$ cat src/rtl/vector_op_sequencer_if.sv
// Handshake/bus bundle between the vector op sequencer and its environment.
// Carries the command strobe, both BRAM read ports and the UART tx handshake.
// master = sequencer side, slave = decoder/BRAM/UART side.
interface vector_op_sequencer_if #(
  parameter int ADDR_W = 10
);
  logic              cmd_valid;
  logic [2:0]        command;
  logic [7:0]        doutb_A;
  logic              enb_A;
  logic [ADDR_W-1:0] addrb_A;
  logic [7:0]        doutb_B;
  logic              enb_B;
  logic [ADDR_W-1:0] addrb_B;
  logic              tx_ongoing;
  logic              tx_start;
  logic [7:0]        byte_to_send;
  logic              busy;
  logic              done;

  modport master (
    input  cmd_valid, command, doutb_A, doutb_B, tx_ongoing,
    output enb_A, addrb_A, enb_B, addrb_B, tx_start, byte_to_send, busy, done
  );

  modport slave (
    output cmd_valid, command, doutb_A, doutb_B, tx_ongoing,
    input  enb_A, addrb_A, enb_B, addrb_B, tx_start, byte_to_send, busy, done
  );
endinterface

$ cat src/rtl/vector_op_sequencer.sv
// Walks BRAM A/B in lockstep, applies a per-element op and ships each result byte over the UART.
// Latency: 3 cycles FETCH->tx_start minimum per element; element rate is set by the UART handshake.
// Backpressure: SEND holds (no tx_start) while tx_ongoing is high; new commands are dropped while busy.
// Optional MAN_DIST_EN: opcode 6 accumulates |a-b| and sends the 18-bit total as 3 bytes.
module vector_op_sequencer #(
  parameter int VEC_LEN = 1024,
  parameter int ADDR_W  = 10
) (
  input  logic                  clk,
  input  logic                  rst,
  vector_op_sequencer_if.master bus
);

  localparam logic [2:0] OP_READ_A = 3'd1;
  localparam logic [2:0] OP_READ_B = 3'd2;
  localparam logic [2:0] OP_SUM    = 3'd3;
  localparam logic [2:0] OP_AVG    = 3'd4;
  localparam logic [2:0] OP_DIFF   = 3'd5;
`ifdef MAN_DIST_EN
  localparam logic [2:0] OP_MAN    = 3'd6;
`endif

  localparam logic [ADDR_W-1:0] LAST_IDX = ADDR_W'(VEC_LEN - 1);

  typedef enum logic [2:0] {
    S_IDLE,
    S_FETCH,
    S_LATCH,
    S_COMPUTE,
    S_SEND,
    S_TX_ACK,
    S_TX_WAIT
  } state_t;

  state_t            state_q, state_d;
  logic [ADDR_W-1:0] idx_q, idx_d;
  logic [2:0]        op_q, op_d;
  logic [7:0]        a_q, b_q;
  logic [7:0]        byte_q, byte_d;
  logic              done_q, done_d;
  logic              tx_start_c;
  logic              cmd_ok;

  logic [8:0]        sum9;
  logic [7:0]        diff8;
  logic [7:0]        result;

`ifdef MAN_DIST_EN
  logic [17:0]       acc_q, acc_d;
  logic [1:0]        bsel_q, bsel_d;
  logic [17:0]       acc_sum;
  assign acc_sum = acc_q + {10'd0, diff8};
  assign cmd_ok  = (bus.command >= OP_READ_A) && (bus.command <= OP_MAN);
`else
  assign cmd_ok  = (bus.command >= OP_READ_A) && (bus.command <= OP_DIFF);
`endif

  // Per-element datapath: 9-bit sum feeds both saturation and averaging.
  always_comb begin
    sum9  = {1'b0, a_q} + {1'b0, b_q};
    diff8 = (a_q >= b_q) ? (a_q - b_q) : (b_q - a_q);
    case (op_q)
      OP_READ_A: result = a_q;
      OP_READ_B: result = b_q;
      OP_SUM:    result = sum9[8] ? 8'hFF : sum9[7:0];
      OP_AVG:    result = sum9[8:1];
      OP_DIFF:   result = diff8;
      default:   result = a_q;
    endcase
  end

  // Next-state and handshake decode; every variable defaulted first.
  always_comb begin
    state_d    = state_q;
    idx_d      = idx_q;
    op_d       = op_q;
    byte_d     = byte_q;
    done_d     = 1'b0;
    tx_start_c = 1'b0;
`ifdef MAN_DIST_EN
    acc_d      = acc_q;
    bsel_d     = bsel_q;
`endif
    case (state_q)
      S_IDLE: begin
        if (bus.cmd_valid && cmd_ok) begin
          op_d    = bus.command;
          idx_d   = '0;
          state_d = S_FETCH;
`ifdef MAN_DIST_EN
          acc_d   = '0;
          bsel_d  = 2'd0;
`endif
        end
      end
      S_FETCH:   state_d = S_LATCH;
      S_LATCH:   state_d = S_COMPUTE;
      S_COMPUTE: begin
`ifdef MAN_DIST_EN
        // Distance mode only accumulates; the total leaves after the last element.
        if (op_q == OP_MAN) begin
          acc_d = acc_sum;
          if (idx_q == LAST_IDX) begin
            byte_d  = {6'd0, acc_sum[17:16]};
            state_d = S_SEND;
          end else begin
            idx_d   = idx_q + ADDR_W'(1);
            state_d = S_FETCH;
          end
        end else
`endif
        begin
          byte_d  = result;
          state_d = S_SEND;
        end
      end
      S_SEND: begin
        if (!bus.tx_ongoing) begin
          tx_start_c = 1'b1;
          state_d    = S_TX_ACK;
        end
      end
      S_TX_ACK: begin
        if (bus.tx_ongoing) state_d = S_TX_WAIT;
      end
      S_TX_WAIT: begin
        if (!bus.tx_ongoing) begin
`ifdef MAN_DIST_EN
          if (op_q == OP_MAN && bsel_q != 2'd2) begin
            bsel_d  = bsel_q + 2'd1;
            byte_d  = (bsel_q == 2'd0) ? acc_q[15:8] : acc_q[7:0];
            state_d = S_SEND;
          end else
`endif
          if (idx_q == LAST_IDX) begin
            done_d  = 1'b1;
            state_d = S_IDLE;
          end else begin
            idx_d   = idx_q + ADDR_W'(1);
            state_d = S_FETCH;
          end
        end
      end
      default: state_d = S_IDLE;
    endcase
  end

  // State, index, opcode and output byte registers.
  always_ff @(posedge clk or negedge rst) begin
    if (!rst) begin
      state_q <= S_IDLE;
      idx_q   <= '0;
      op_q    <= 3'd0;
      byte_q  <= 8'd0;
      done_q  <= 1'b0;
    end else begin
      state_q <= state_d;
      idx_q   <= idx_d;
      op_q    <= op_d;
      byte_q  <= byte_d;
      done_q  <= done_d;
    end
  end

  // Operand capture: BRAM data is valid the cycle after FETCH.
  always_ff @(posedge clk or negedge rst) begin
    if (!rst) begin
      a_q <= 8'd0;
      b_q <= 8'd0;
    end else if (state_q == S_LATCH) begin
      a_q <= bus.doutb_A;
      b_q <= bus.doutb_B;
    end
  end

`ifdef MAN_DIST_EN
  // Distance accumulator and result-byte selector.
  always_ff @(posedge clk or negedge rst) begin
    if (!rst) begin
      acc_q  <= '0;
      bsel_q <= 2'd0;
    end else begin
      acc_q  <= acc_d;
      bsel_q <= bsel_d;
    end
  end
`endif

  assign bus.enb_A        = (state_q == S_FETCH);
  assign bus.enb_B        = (state_q == S_FETCH);
  assign bus.addrb_A      = idx_q;
  assign bus.addrb_B      = idx_q;
  assign bus.tx_start     = tx_start_c;
  assign bus.byte_to_send = byte_q;
  assign bus.busy         = (state_q != S_IDLE);
  assign bus.done         = done_q;

endmodule

$ cat src/flat_wrapper.sv
// flat-port wrapper written by rule: the top's interface ports become plain ports
module vector_op_sequencer_flat 
#(
  parameter int VEC_LEN = 1024,
  parameter int ADDR_W  = 10
)
  (clk, rst, bus_cmd_valid, bus_command, bus_doutb_A, bus_doutb_B, bus_tx_ongoing, bus_enb_A, bus_addrb_A, bus_enb_B, bus_addrb_B, bus_tx_start, bus_byte_to_send, bus_busy, bus_done);
  vector_op_sequencer_if #(.ADDR_W(ADDR_W)) bus_i ();
  input  logic clk;
  input  logic rst;
  input wire logic [$bits(bus_i.cmd_valid)-1:0] bus_cmd_valid;
  input wire logic [$bits(bus_i.command)-1:0] bus_command;
  input wire logic [$bits(bus_i.doutb_A)-1:0] bus_doutb_A;
  input wire logic [$bits(bus_i.doutb_B)-1:0] bus_doutb_B;
  input wire logic [$bits(bus_i.tx_ongoing)-1:0] bus_tx_ongoing;
  output wire logic [$bits(bus_i.enb_A)-1:0] bus_enb_A;
  output wire logic [$bits(bus_i.addrb_A)-1:0] bus_addrb_A;
  output wire logic [$bits(bus_i.enb_B)-1:0] bus_enb_B;
  output wire logic [$bits(bus_i.addrb_B)-1:0] bus_addrb_B;
  output wire logic [$bits(bus_i.tx_start)-1:0] bus_tx_start;
  output wire logic [$bits(bus_i.byte_to_send)-1:0] bus_byte_to_send;
  output wire logic [$bits(bus_i.busy)-1:0] bus_busy;
  output wire logic [$bits(bus_i.done)-1:0] bus_done;
  assign bus_i.cmd_valid = bus_cmd_valid;
  assign bus_i.command = bus_command;
  assign bus_i.doutb_A = bus_doutb_A;
  assign bus_i.doutb_B = bus_doutb_B;
  assign bus_i.tx_ongoing = bus_tx_ongoing;
  assign bus_enb_A = bus_i.enb_A;
  assign bus_addrb_A = bus_i.addrb_A;
  assign bus_enb_B = bus_i.enb_B;
  assign bus_addrb_B = bus_i.addrb_B;
  assign bus_tx_start = bus_i.tx_start;
  assign bus_byte_to_send = bus_i.byte_to_send;
  assign bus_busy = bus_i.busy;
  assign bus_done = bus_i.done;
  vector_op_sequencer #(.VEC_LEN(VEC_LEN), .ADDR_W(ADDR_W)) u_core (.clk(clk), .rst(rst), .bus(bus_i));
endmodule
$ cat config.mk
export PLATFORM = sky130hd
export DESIGN_NAME = vector_op_sequencer_flat
export DESIGN_NICKNAME = d
export VERILOG_FILES = /design/src/rtl/vector_op_sequencer_if.sv /design/src/rtl/vector_op_sequencer.sv /design/src/flat_wrapper.sv
export SDC_FILE = /design/constraint.sdc
export NUM_CORES = 1
export LEC_CHECK = 0
export ABC_CLOCK_PERIOD_IN_PS = 3200
export BUFFER_PORTS_ARGS = -buffer_cell sky130_fd_sc_hd__buf_2
export CAP_MARGIN = 20
export CORE_MARGIN = 2
export CORE_UTILIZATION = 45
export CTS_CLUSTER_DIAMETER = 200
export DETAILED_ROUTE_END_ITERATION = 7
export PLACE_DENSITY = 0.63
export SLEW_MARGIN = 25
export SYNTH_ARGS = -nofsm -noshare
export SYNTH_HDL_FRONTEND = slang
export SYNTH_SLANG_ARGS = --single-unit
$ cat constraint.sdc
create_clock -name clk -period 3.2 [get_ports clk]
set_clock_uncertainty 0.1 [all_clocks]
set_input_delay 0.48 -clock clk [delete_from_list [all_inputs] [get_ports clk]]
set_output_delay 0.48 -clock clk [all_outputs]
set_load 0.01 [all_outputs]
==> flow_summary.yaml <==
clock_network:
  clk_path_buf_depth: 2
  root_buffer: "clkbuf_8"
  path_clk_slew_ns: 0.09
  cts_setup_buffers: 0
  cts_num_sinks: 41
  cts_tree: "yes"
  clkLatencyLatePin_ns: 0.31
  cts_resized: 0
  cts_buffers: 5
  holdBufCountCts: 0
  htreeDepth: 2
finish:
  final_cell_mix: "buf_2, dfrtp_1, nand2_1"
  area_delta_synth_final_pct: 13.2
  regArea_mm2: 0.00103
  layout_commonest_cell: "buf_2"
  drive_above_1_share: 0.203
  stdcell_area_mm2: 0.00360
  fill_cells: 705
  fin_nets: 468
  multi_input_area_mm2: 0.00189
  instances_no_fill: 515
  n_antenna_cell: 0
setup_path:
  reg2reg_to: "u_core.bus.byte_to_send[3]"
  max_stage_delay_ns: 0.43
  critPathMaxFanout: 6
  r2r_cells: 11
  cp-end-kind: "flop"
  worstSetupStartpointType: "flop"
  slowest_stage: "dfrtp_1"
  worstPathCellList: "inv_1 -> ha_1 -> inv_1 -> fa_1 -> a21oi_1 -> o21ai_2 -> a311oi_4 -> mux2i_1 -> xnor2_1 -> a2111oi_0 -> nor2_1"
  crit_start: "u_core.a_q[0]"
  crit_top_cell: "inv_1"
  required_ns: 3.29
  r2r_setup_slack_ns: 0.27
  reg2reg_from: "u_core.a_q[0]"
  cp.arrival_ns: 3.02
  path_class: "flop to flop"
place:
  placement.io_buffers: 55
  post-place-cells: 507
  place_area_mm2: 0.00346
  hpwl_mm: 6.07
  pre_cts_ws_ns: 0.281
  place.gp.congestion: 0.887
floorplan:
  core_mm2: 0.00683
  die_w_um: 88.1
  start_util: 0.466
  rows: 30
  die_area_mm2: 0.00777
  die_h_um: 88.1
  io_pins: 56
synthesis:
  synth_edf_count: 0
  yosysTopAreaCell: "dfrtp_1"
  avgSynthCellArea_um2: 8.45
  synthesis.area_mm2: 0.00318
  mappedNetlistNets: 427
  netlist.area_leader.share: 0.322
  yosys-top-cells-area: "dfrtp_1, ha_1, o21ai_0"
  synthFlopType: "dfrtp_1"
  netlist_instances: 377
  ys_types: 55
  yosys_warnings: 0
  ys_seq_area_frac: 0.322
  ys_ff_latch: 41
  async_flop_share: 1.00
run_status:
  outcome: "completed"
sta:
  rsz0062_at_grt: "no"
  max_slew.worst_pin.slew_ns: 0.634
  setup_viol: 0
  fmax_ghz: 0.341
  max_slew_margin: 0.577
  final-max-slew-violation-count: 0
  fin_crit_ns: 2.93
  timing.final.crit_share: 0.917
  fin_setup_tns_ns: 0
  setup_slack_ns: 0.266
  finalHoldViolations: 0
flow_run:
  cap_violations: 0
grt:
  track_usage: 0.218
  grt_antenna_before_repair: 0
  overflow: 0
  grt_pass1_wl_mm: 13.2
  grt_pass1_vias: 2578
  grt_max_degree: 42
routing:
  firstDrtPassIters: 5
  wirelength_mm: 7.90
  avgRoutedWirePerCell_um: 15.3
  vias: 2805
  drt_iter0_markers: 208
  ant_nets: 0
  via_per_inst: 5.45
  drcViolationCount: 0
hold_path:
  hold_class: "input port to async pin"
pwr:
  peakVddDrop_mv: 0.585
  p_per_area_mw_per_mm2: 1200
  p_leak_nw: 1.70
cells in the mapped netlist (4+ instances only):
master / number
o21ai_0: 36
inv_1: 31
xnor2_1: 10
nand3_1: 8
a31oi_1: 4
a21oi_1: 29
ha_1: 24
nor2b_1: 5
nand2b_1: 5
nand2_1: 38
buf_4: 11
nor2_1: 28
clkbuf_1: 12
o21ai_1: 4
nor3_1: 7
mux2i_1: 6
xor2_1: 4
o211ai_1: 4
mux2_2: 8
o22ai_1: 5
or3_1: 6
dfrtp_1: 41
sequential cells by signal, indices dropped and copies added, names as in the netlist:
name / count
u_core.a_q: 8
u_core.bus.addrb_A: 10
u_core.op_q: 3
u_core.state_q: 3
u_core.bus.byte_to_send: 8
u_core.b_q: 8
u_core.bus.done: 1
worst max-delay path: cells and delay by family (launching register included):
family,cells,cell delay (ns)
AO/OA/AOI/OAI,4,1.15
adder cells (fa/ha/maj),2,0.57
flip-flops,1,0.43
multiplexers,1,0.28
buffers and inverters,2,0.15
XOR/XNOR,1,0.09
AND/OR/NAND/NOR,1,0.07
routing by layer:
metal | up-vias | wire (um) | GRT usage
met5 | - | 0 | 0
met1 | 1291 | 4050 | 0.338
li1 | 1409 | - | -
met4 | 0 | 123 | 0.0537
met2 | 95 | 3300 | 0.317
met3 | 10 | 422 | 0.0320
worst max path at each step:
| stage | to | slack [ns] | cells after the start |
|---|---|---|---|
| global placement | u_core.bus.byte_to_send[3] | 0.33 | 11 |
| finish | u_core.bus.byte_to_send[3] | 0.27 | 11 |
| CTS | u_core.bus.byte_to_send[3] | 0.27 | 11 |
| detailed placement | u_core.bus.byte_to_send[3] | 0.28 | 11 |
| global route | u_core.bus.byte_to_send[3] | 0.06 | 11 |
| floorplan | u_core.bus.byte_to_send[3] | 0.45 | 11 |
stage by stage:
stage / hold WS, ns / power [W] / util
6_report: 0.0504 / 0.00434 / 0.528
5_1_grt: 0.0954 / 0.00472 / 0.528
4_1_cts: 0.250 / 0.00432 / 0.527
3_5_place_dp: 0.370 / 0.00379 / 0.507
3_3_place_gp: 0.364 / 0.00378 / 0.507
2_1_floorplan: 0.0844 / 0.00311 / -
power breakdown:
part           internal (W)  total [W]  switching [W]
Combinational       0.00117    0.00282        0.00164
Clock              0.000314   0.000523       0.000208
Sequential         0.000713   0.000996       0.000283
Total               0.00220    0.00434        0.00213
layout make-up:
class	instances	area share
multi-input cells	279	0.524
flip-flops and latches	41	0.285
repair buffers	60	0.0875
well taps	96	0.0333
inverters	31	0.0323
clock buffers	5	0.0191
clock inverters	3	0.0191
logic make-up (layout without fill, tap and decap cells):
| family | count (synthesis) | count (layout) | synth area share |
|---|---|---|---|
| mux | 14 | 14 | 0.0472 |
| compound gates | 113 | 113 | 0.228 |
| xor+xnor | 14 | 14 | 0.0385 |
| buf+inv | 57 | 99 | 0.0853 |
| simple gates | 111 | 111 | 0.166 |
| fa+ha+maj | 27 | 27 | 0.113 |
| flops | 41 | 41 | 0.322 |
Note: power is estimated with default switching activity, not from simulation.
